### config.mk
export PLATFORM = sky130hd
export DESIGN_NAME = logic_op_pipe_flat
export DESIGN_NICKNAME = d
export VERILOG_FILES = /design/src/rtl/logic_op_pipe_if.sv /design/src/rtl/logic_op_pipe.sv /design/src/flat_wrapper.sv
export SDC_FILE = /design/constraint.sdc
export NUM_CORES = 1
export LEC_CHECK = 0
export ABC_AREA = 1
export BUFFER_PORTS_ARGS = -buffer_cell sky130_fd_sc_hd__buf_2
export CAP_MARGIN = 20
export CORE_MARGIN = 2
export CORE_UTILIZATION = 30
export DETAILED_ROUTE_END_ITERATION = 10
export PLACE_DENSITY_LB_ADDON = 0.2
export SYNTH_ARGS = -nofsm -noshare
export SYNTH_HDL_FRONTEND = slang
export SYNTH_SLANG_ARGS = --single-unit
export TNS_END_PERCENT = 10
### constraint.sdc
create_clock -name clk -period 1.6 [get_ports clk]
set_input_delay 0.08 -clock clk [delete_from_list [all_inputs] [get_ports clk]]
set_output_delay 0.08 -clock clk [all_outputs]
set_load 0.05 [all_outputs]
### src/rtl/logic_op_pipe_if.sv
// Stream interface for logic_op_pipe: operand beat in, result beat out.
// master drives operands and out_ready; slave is the pipe.
interface logic_op_pipe_if #(
   parameter int WIDTH = 8
);
   logic             in_valid;
   logic             in_ready;
   logic [WIDTH-1:0] a;
   logic [WIDTH-1:0] b;
   logic [2:0]       op;
   logic             out_valid;
   logic             out_ready;
   logic [WIDTH-1:0] c;
   logic             c_zero;

   modport master (
      output in_valid, a, b, op, out_ready,
      input  in_ready, out_valid, c, c_zero
   );

   modport slave (
      input  in_valid, a, b, op, out_ready,
      output in_ready, out_valid, c, c_zero
   );
endinterface

### src/rtl/logic_op_pipe.sv
// Buffered bitwise logic unit: eight ops, DEPTH-entry result FIFO,
// valid/ready on both sides and a wrapping accepted-beat counter.
module logic_op_pipe #(
   parameter int WIDTH = 8,
   parameter int DEPTH = 2,
   parameter int CNT_W = 16
) (
   input  logic             clk,
   input  logic             rst_n,
   logic_op_pipe_if.slave   bus,
   output logic [CNT_W-1:0] xfer_cnt
);
   localparam int PW = $clog2(DEPTH);
   localparam logic [PW:0]   OCC_FULL = (PW+1)'(DEPTH);
   localparam logic [PW:0]   OCC_ONE  = (PW+1)'(1);
   localparam logic [PW-1:0] PTR_ONE  = PW'(1);
   localparam logic [CNT_W-1:0] CNT_ONE = CNT_W'(1);

   logic [WIDTH-1:0] mem [DEPTH];
   logic [PW-1:0]    wr_ptr;
   logic [PW-1:0]    rd_ptr;
   logic [PW:0]      occ;
   logic             run;
   logic [WIDTH-1:0] res;
   logic             push;
   logic             pop;

   // handshake qualifiers; ready only from registered state
   assign bus.in_ready  = run & (occ < OCC_FULL);
   assign bus.out_valid = (occ != '0);
   assign push = bus.in_valid & bus.in_ready;
   assign pop  = bus.out_valid & bus.out_ready;

   // head of queue, forced to zero when nothing is queued
   assign bus.c      = bus.out_valid ? mem[rd_ptr] : '0;
   assign bus.c_zero = ~|bus.c;

   // operation decode on the incoming beat
   always_comb begin
      res = '0;
      unique case (bus.op)
         3'd0: res = bus.a & bus.b;
         3'd1: res = bus.a | bus.b;
         3'd2: res = ~(bus.a & bus.b);
         3'd3: res = ~(bus.a | bus.b);
         3'd4: res = bus.a ^ bus.b;
         3'd5: res = ~(bus.a ^ bus.b);
         3'd6: res = ~bus.a;
         3'd7: res = bus.a;
         default: res = '0;
      endcase
   end

   // result storage; contents need no reset, occupancy guards reads
   always_ff @(posedge clk) begin
      if (push) mem[wr_ptr] <= res;
   end

   // pointers, occupancy, ready enable and beat counter
   always_ff @(posedge clk or negedge rst_n) begin
      if (!rst_n) begin
         wr_ptr   <= '0;
         rd_ptr   <= '0;
         occ      <= '0;
         run      <= 1'b0;
         xfer_cnt <= '0;
      end else begin
         run <= 1'b1;
         if (push) begin
            wr_ptr   <= wr_ptr + PTR_ONE;
            xfer_cnt <= xfer_cnt + CNT_ONE;
         end
         if (pop) rd_ptr <= rd_ptr + PTR_ONE;
         unique case ({push, pop})
            2'b10:   occ <= occ + OCC_ONE;
            2'b01:   occ <= occ - OCC_ONE;
            default: occ <= occ;
         endcase
      end
   end
endmodule
### src/flat_wrapper.sv
// flat-port wrapper written by rule: the top's interface ports become plain ports
module logic_op_pipe_flat 
#(
   parameter int WIDTH = 8,
   parameter int DEPTH = 2,
   parameter int CNT_W = 16
)
  (clk, rst_n, xfer_cnt, bus_in_valid, bus_a, bus_b, bus_op, bus_out_ready, bus_in_ready, bus_out_valid, bus_c, bus_c_zero);
  logic_op_pipe_if #(.WIDTH(WIDTH)) bus_i ();
  input  logic clk;
  input  logic rst_n;
  output logic [CNT_W-1:0] xfer_cnt;
  input wire logic [$bits(bus_i.in_valid)-1:0] bus_in_valid;
  input wire logic [$bits(bus_i.a)-1:0] bus_a;
  input wire logic [$bits(bus_i.b)-1:0] bus_b;
  input wire logic [$bits(bus_i.op)-1:0] bus_op;
  input wire logic [$bits(bus_i.out_ready)-1:0] bus_out_ready;
  output wire logic [$bits(bus_i.in_ready)-1:0] bus_in_ready;
  output wire logic [$bits(bus_i.out_valid)-1:0] bus_out_valid;
  output wire logic [$bits(bus_i.c)-1:0] bus_c;
  output wire logic [$bits(bus_i.c_zero)-1:0] bus_c_zero;
  assign bus_i.in_valid = bus_in_valid;
  assign bus_i.a = bus_a;
  assign bus_i.b = bus_b;
  assign bus_i.op = bus_op;
  assign bus_i.out_ready = bus_out_ready;
  assign bus_in_ready = bus_i.in_ready;
  assign bus_out_valid = bus_i.out_valid;
  assign bus_c = bus_i.c;
  assign bus_c_zero = bus_i.c_zero;
  logic_op_pipe #(.WIDTH(WIDTH), .DEPTH(DEPTH), .CNT_W(CNT_W)) u_core (.clk(clk), .rst_n(rst_n), .bus(bus_i), .xfer_cnt(xfer_cnt));
endmodule
==> impl_metrics.yaml, run 1 <==
run_status:
  outcome: "complete, but fails checks"
  violations: "setup timing"
critical_path:
  critPathKind: "reg2out"
  worst-path-max-fanout: 5
  start_kind: "register"
  crit_required_ns: 1.52
  cp.arrival_ns: 1.54
  endpoint_kind: "output pin"
yosys:
  synth_top_cell_by_area: "dfrtp_1"
  yosysWarnings: 0
  synthArstFlopShare_pct: 56.8
  ys_types: 26
  ys_seq_area_share_pct: 38.1
  synth_edf_count: 16
  synth_area_um2: 2640
  synthTopCellsByArea: "dfrtp_1 (20%), edfxtp_1 (18%), nand2_1 (14%), inv_1 (9.0%), ha_1 (8.5%)"
  synthCells: 351
  avgSynthCellArea_um2: 7.52
  synth_common_cells: "nand2_1 (95), inv_1 (63), nor2_1 (39)"
  yosysTopAreaCellShare_pct: 19.9
  syn_nets: 392
  synth_flop_cell: "dfrtp_1"
  yosysMostFrequentCell: "nand2_1"
  ys_ff_latch: 37
sta:
  final_hold_viol_count: 0
  finalCriticalPeriod_ns: 1.62
  clock_skew_ns: 0.0103
  finalWorstSetupSlack_ns: -0.0175
  slew_viol_final: 0
  rsz0062_at_grt: "true"
  fmax_mhz: 618
  hold_slack_ns: 0.198
  fin_crit_sh_pct: 101
  finalSetupViolations: 1
detailed_routing:
  vias: 2370
  first_iter_violations: 109
  routed_wl_mm: 6.07
  firstDrtPassIters: 4
  wl_per_cell_um: 11.4
  via_per_inst: 4.46
  drc_errors: 0
  ant_nets: 0
pwr:
  peakVddDrop_uv: 834
  p_per_area_nw_per_um2: 1210
  power.leakage_nw: 1.70
finish:
  nets: 463
  final_cells: 531
  diodes: 0
  post-route-util_pct: 38.0
  layout-drive-gt1-share_pct: 25.1
  syn_to_final_growth_pct: 24.2
min_path:
  holdCritPathClass: "in2reg"
placed_design:
  place_congestion: 0.814
  post-dp-hpwl_mm: 4.71
  dp_cells: 518
  port_buffers: 49
clock_network:
  clock_latency_ns: 0.28
  cts_tree: "done"
  cts_buffer_depth: 2
  htree_levels: 2
  cts_inserted_buffers: 5
  cts-root-buf: "clkbuf_8"
  clkSinkCount: 37
  clk_pin_slew_ns: 0.07
floorplan:
  start_util_pct: 30.6
  core.rowCount: 34
  die_area_um2: 9570
  io_pins: 50
  fp.dieH_um: 97.8
  core_area_um2: 8640
  die_w_um: 97.8
global_route:
  overflow: 0
  grtUsageTotal_pct: 13.5
  grt_pass1_vias: 2201
  grt_start_max_net_pins: 22
  antenna_found_initial: 0
  grt_pass1_wl_mm: 10.7
run:
  max_cap_violations: 0
## report_power, final
part           switching (mW)  leakage (nW)  internal [mW]
Clock                   0.300        0.0455          0.351
Sequential              0.129         0.420           1.17
Combinational            1.43          1.24          0.611
## path summary, 6_finish.rpt
| check | start | end | slack [ns] | depth (start not counted) |
|---|---|---|---|---|
| worst max-delay path | u_core.occ[0] | bus_c_zero | -0.02 | 6 |
| worst min-delay path | bus_out_ready | u_core.rd_ptr | 0.20 | 4 |
| worst max register to register | u_core.occ[1] | u_core.occ[1] | 0.13 | 7 |
| worst min register to register | u_core.xfer_cnt[15] | u_core.xfer_cnt[15] | 0.50 | 2 |
| max in group asynchronous | rst_n | u_core.occ[0] | 0.95 | 2 |
| min in group asynchronous | rst_n | u_core.occ[1] | 0.29 | 2 |
## critical path, cell delays in order, from the launching register on
cell	delay (ns)
dfrtp_2	0.43
nor2_4	0.15
clkinvlp_4	0.16
nand3_2	0.11
nand4_1	0.14
nor2_4	0.11
buf_6	0.16
## metal layers
metal,GRT usage [%],wire length (um),share of wire (%),up-vias
met5,0,0,0,-
met4,3.95,70,1.2,0
met3,2.51,324,5.3,5
met2,21.3,2700,44,54
met1,19.1,2970,49,1062
li1,-,-,-,1249
## cell usage in the layout, fill, tap and decap left out, drive strengths merged
cell	n
dlygate4sd3	1
buf	70
o21ai	9
xor2	7
a21oi	5
ha	18
or2	3
nor3	8
edfxtp	16
nor2	41
nand2	96
nand3	26
conb	1
clkbuf	8
nand4	22
clkinvlp	1
dfrtp	21
xnor2	6
inv	64
## registers in the layout, indices dropped and copies added, names as in the netlist
register	flops
u_core.xfer_cnt	16
u_core.rd_ptr	1
u_core.mem	16
u_core.wr_ptr	1
u_core.occ	2
u_core.run	1
## metrics by stage
stage          setup slack, ns  total power [mW]  TNS [ns]  cell area, um^2
2_1_floorplan          -0.0641              2.79   -0.0641             2690
3_3_place_gp             0.127              3.27         0             3140
3_5_place_dp             0.110              3.29         0             3140
4_1_cts                -0.0706              4.01   -0.0706             3260
5_1_grt                 -0.113              4.26    -0.139             3280
6_report               -0.0175              3.98   -0.0175             3280
## area by class of cell
| cell class | count | area (um^2) |
|---|---|---|
| inverters | 65 | 248 |
| fillers | 919 | 5360 |
| flip-flops and latches | 37 | 1010 |
| clock buffers | 8 | 90.1 |
| multi-input cells | 242 | 1380 |
| well taps | 108 | 135 |
| repair buffers | 71 | 419 |
## repair_timing
item | in CTS | in global routing
setup endpoints to repair | 1 | 3
hold buffers | 1 | 0
resized for setup | 2 | 2
pin swaps | 0 | 4
setup buffers | 2 | 2
hold endpoints to repair | 21 | 0
## cells by family (layout without fill, tap and decap cells)
logic type / Yosys count / count (layout) / synth area share, %
flops: 37 / 37 / 38.1
simple gates: 196 / 196 / 34.7
buf+inv: 72 / 144 / 11.5
fa+ha+maj: 18 / 18 / 8.53
xor+xnor: 13 / 13 / 4.31
other cells: 1 / 1 / 0.142
compound gates: 14 / 14 / 2.65
Power figures use the tool's default switching activity.
==> run 2, diff against run 1 <==
RECOVER_POWER = 50   (was unset)
==> run 2 against run 1 <==
The run still ends with setup timing left. Combinational power about the same. Fmax hardly changed. Setup slack is essentially flat. Sequential power about the same. Highest routed layer unchanged. First-iteration DRC count is the same.
==> impl_metrics.yaml, run 2 (synthesized netlist as in run 1, its figures left out) <==
run_status:
  outcome: "complete, but fails checks"
  violations: "setup timing"
placed_design:
  postPlaceCellArea_um2: 3140
  port_buffers: 49
  place_congestion: 0.814
  post-dp-hpwl_mm: 4.71
run:
  max_cap_violations: 0
clock_network:
  clkSinkCount: 37
  htree_levels: 2
  clk_pin_slew_ns: 0.07
  clock_latency_ns: 0.28
  cts-root-buf: "clkbuf_8"
  cts_buffer_depth: 2
  cts_tree: "done"
  cts_inserted_buffers: 5
pwr:
  power.leakage_nw: 1.70
  p_per_area_nw_per_um2: 1220
  peakVddDrop_uv: 834
sta:
  final_hold_viol_count: 0
  slew-limit-headroom_pct: 20.8
  slew_viol_final: 0
  worstMarginPinSlew_ns: 1.19
  rsz0062_at_grt: "true"
  finalSetupViolations: 1
  finalCriticalPeriod_ns: 1.62
  clock_skew_ns: 0.0103
  fmax_mhz: 618
  fin_tns_setup_ns: -0.0172
  finalWorstSetupSlack_ns: -0.0172
  fin_crit_sh_pct: 101
  hold_slack_ns: 0.198
critical_path:
  cp.arrival_ns: 1.54
  crit_required_ns: 1.52
  critPathKind: "reg2out"
  start_kind: "register"
  slowest_stage: "dfrtp_2"
  worst-path-max-fanout: 5
  crit_top_cell: "nor2_4"
  max_stage_delay_ns: 0.43
  endpoint_kind: "output pin"
  path_cells: "nor2_4 -> clkinvlp_4 -> nand3_2 -> nand4_1 -> nor2_4 -> buf_6"
global_route:
  grt_pass1_wl_mm: 10.7
  antenna_found_initial: 0
  grtUsageTotal_pct: 13.5
  grt_start_max_net_pins: 22
  grt_pass1_vias: 2201
  overflow: 0
detailed_routing:
  firstDrtPassIters: 4
  vias: 2369
  via_per_inst: 4.46
  dr_wl_met3_um: 324
  drc_errors: 0
  routed_wl_mm: 6.07
  top_layer: "met4"
  ant_nets: 0
  wl_per_cell_um: 11.4
  wl_met2_mm: 2.70
  first_iter_violations: 109
  met1_length_mm: 2.97
min_path:
  holdCritPathClass: "in2reg"
floorplan:
  start_util_pct: 30.6
  core_area_um2: 8640
  fp.dieH_um: 97.8
  core.rowCount: 34
  io_pins: 50
  die_w_um: 97.8
  die_area_um2: 9570
finish:
  diodes: 0
  syn_to_final_growth_pct: 24.2
  nets: 463
  mostFrequentLayoutCells: "nand2_1 (95), inv_1 (62), buf_2 (47)"
  layout_commonest_cell: "nand2_1"
  final_area_um2: 3280
  layout-drive-gt1-share_pct: 24.8
  reg.largest.list: "u_core.mem (16), u_core.xfer_cnt (16), u_core.occ (2)"
==> run 2: cell count changes in the layout (fill, tap and decap cells not counted) <==
cell / change
clkbuf_1: +1
buf_2: -1
==> run 2: layout make-up <==
type                       instances  area [um^2]
tap                              108          135
fill                             918         5360
clock buffer                       8         90.1
timing repair buffer              71          418
sequential                        37         1010
inverter                          65          248
multi-input combinational        242         1380
==> run 2: power by group <==
| group | internal [mW] | switching, mW |
|---|---|---|
| Combinational | 0.611 | 1.43 |
| Sequential | 1.17 | 0.129 |
| Clock | 0.351 | 0.300 |
| Total | 2.13 | 1.86 |
==> run 2: final timing paths <==
path / startpoint / slack (ns) / depth (start not counted) / endpoint
min in group asynchronous: rst_n / 0.55 / 2 / u_core.occ[1]
min reg2reg: u_core.xfer_cnt[15] / 0.50 / 2 / u_core.xfer_cnt[15]
max in group asynchronous: rst_n / 0.25 / 2 / u_core.occ[0]
max: u_core.occ[0] / -0.02 / 6 / bus_c_zero
max reg2reg: u_core.occ[1] / 0.13 / 7 / u_core.occ[1]
min: bus_out_ready / 0.20 / 4 / u_core.rd_ptr
==> run 2: per-stage QoR <==
step                setup WS (ns)  utilization, %  power (mW)  std cells
global placement            0.127            36.4        3.27        518
global route               -0.113            38.0        4.26        531
CTS                       -0.0706            37.8        4.01        529
detailed placement          0.110            36.4        3.29        518
floorplan                 -0.0641               -        2.79        351
finish                    -0.0172            38.0        3.98        531
==> run 2: critical path: cells and delay by family, from the launching register on <==
family / cells / cell delay [ns]
simple gates: 4 / 0.51
flops: 1 / 0.43
buf+inv: 2 / 0.32
==> run 2: timing repair <==
item | CTS | global route
pin swaps | 0 | 4
endpoints found under the hold margin | 21 | 0
endpoints found under the setup margin | 1 | 3
buffers inserted | 2 | 2
gates cloned | 0 | 0
gates resized for setup | 2 | 2
hold buffers | 1 | 0
==> run 2: routing by layer <==
metal  track usage [%]  vias to the layer above
li1                  -                     1248
met1              19.1                     1062
met2              21.3                       54
met3              2.51                        5
met4              3.95                        0
met5                 0                        -
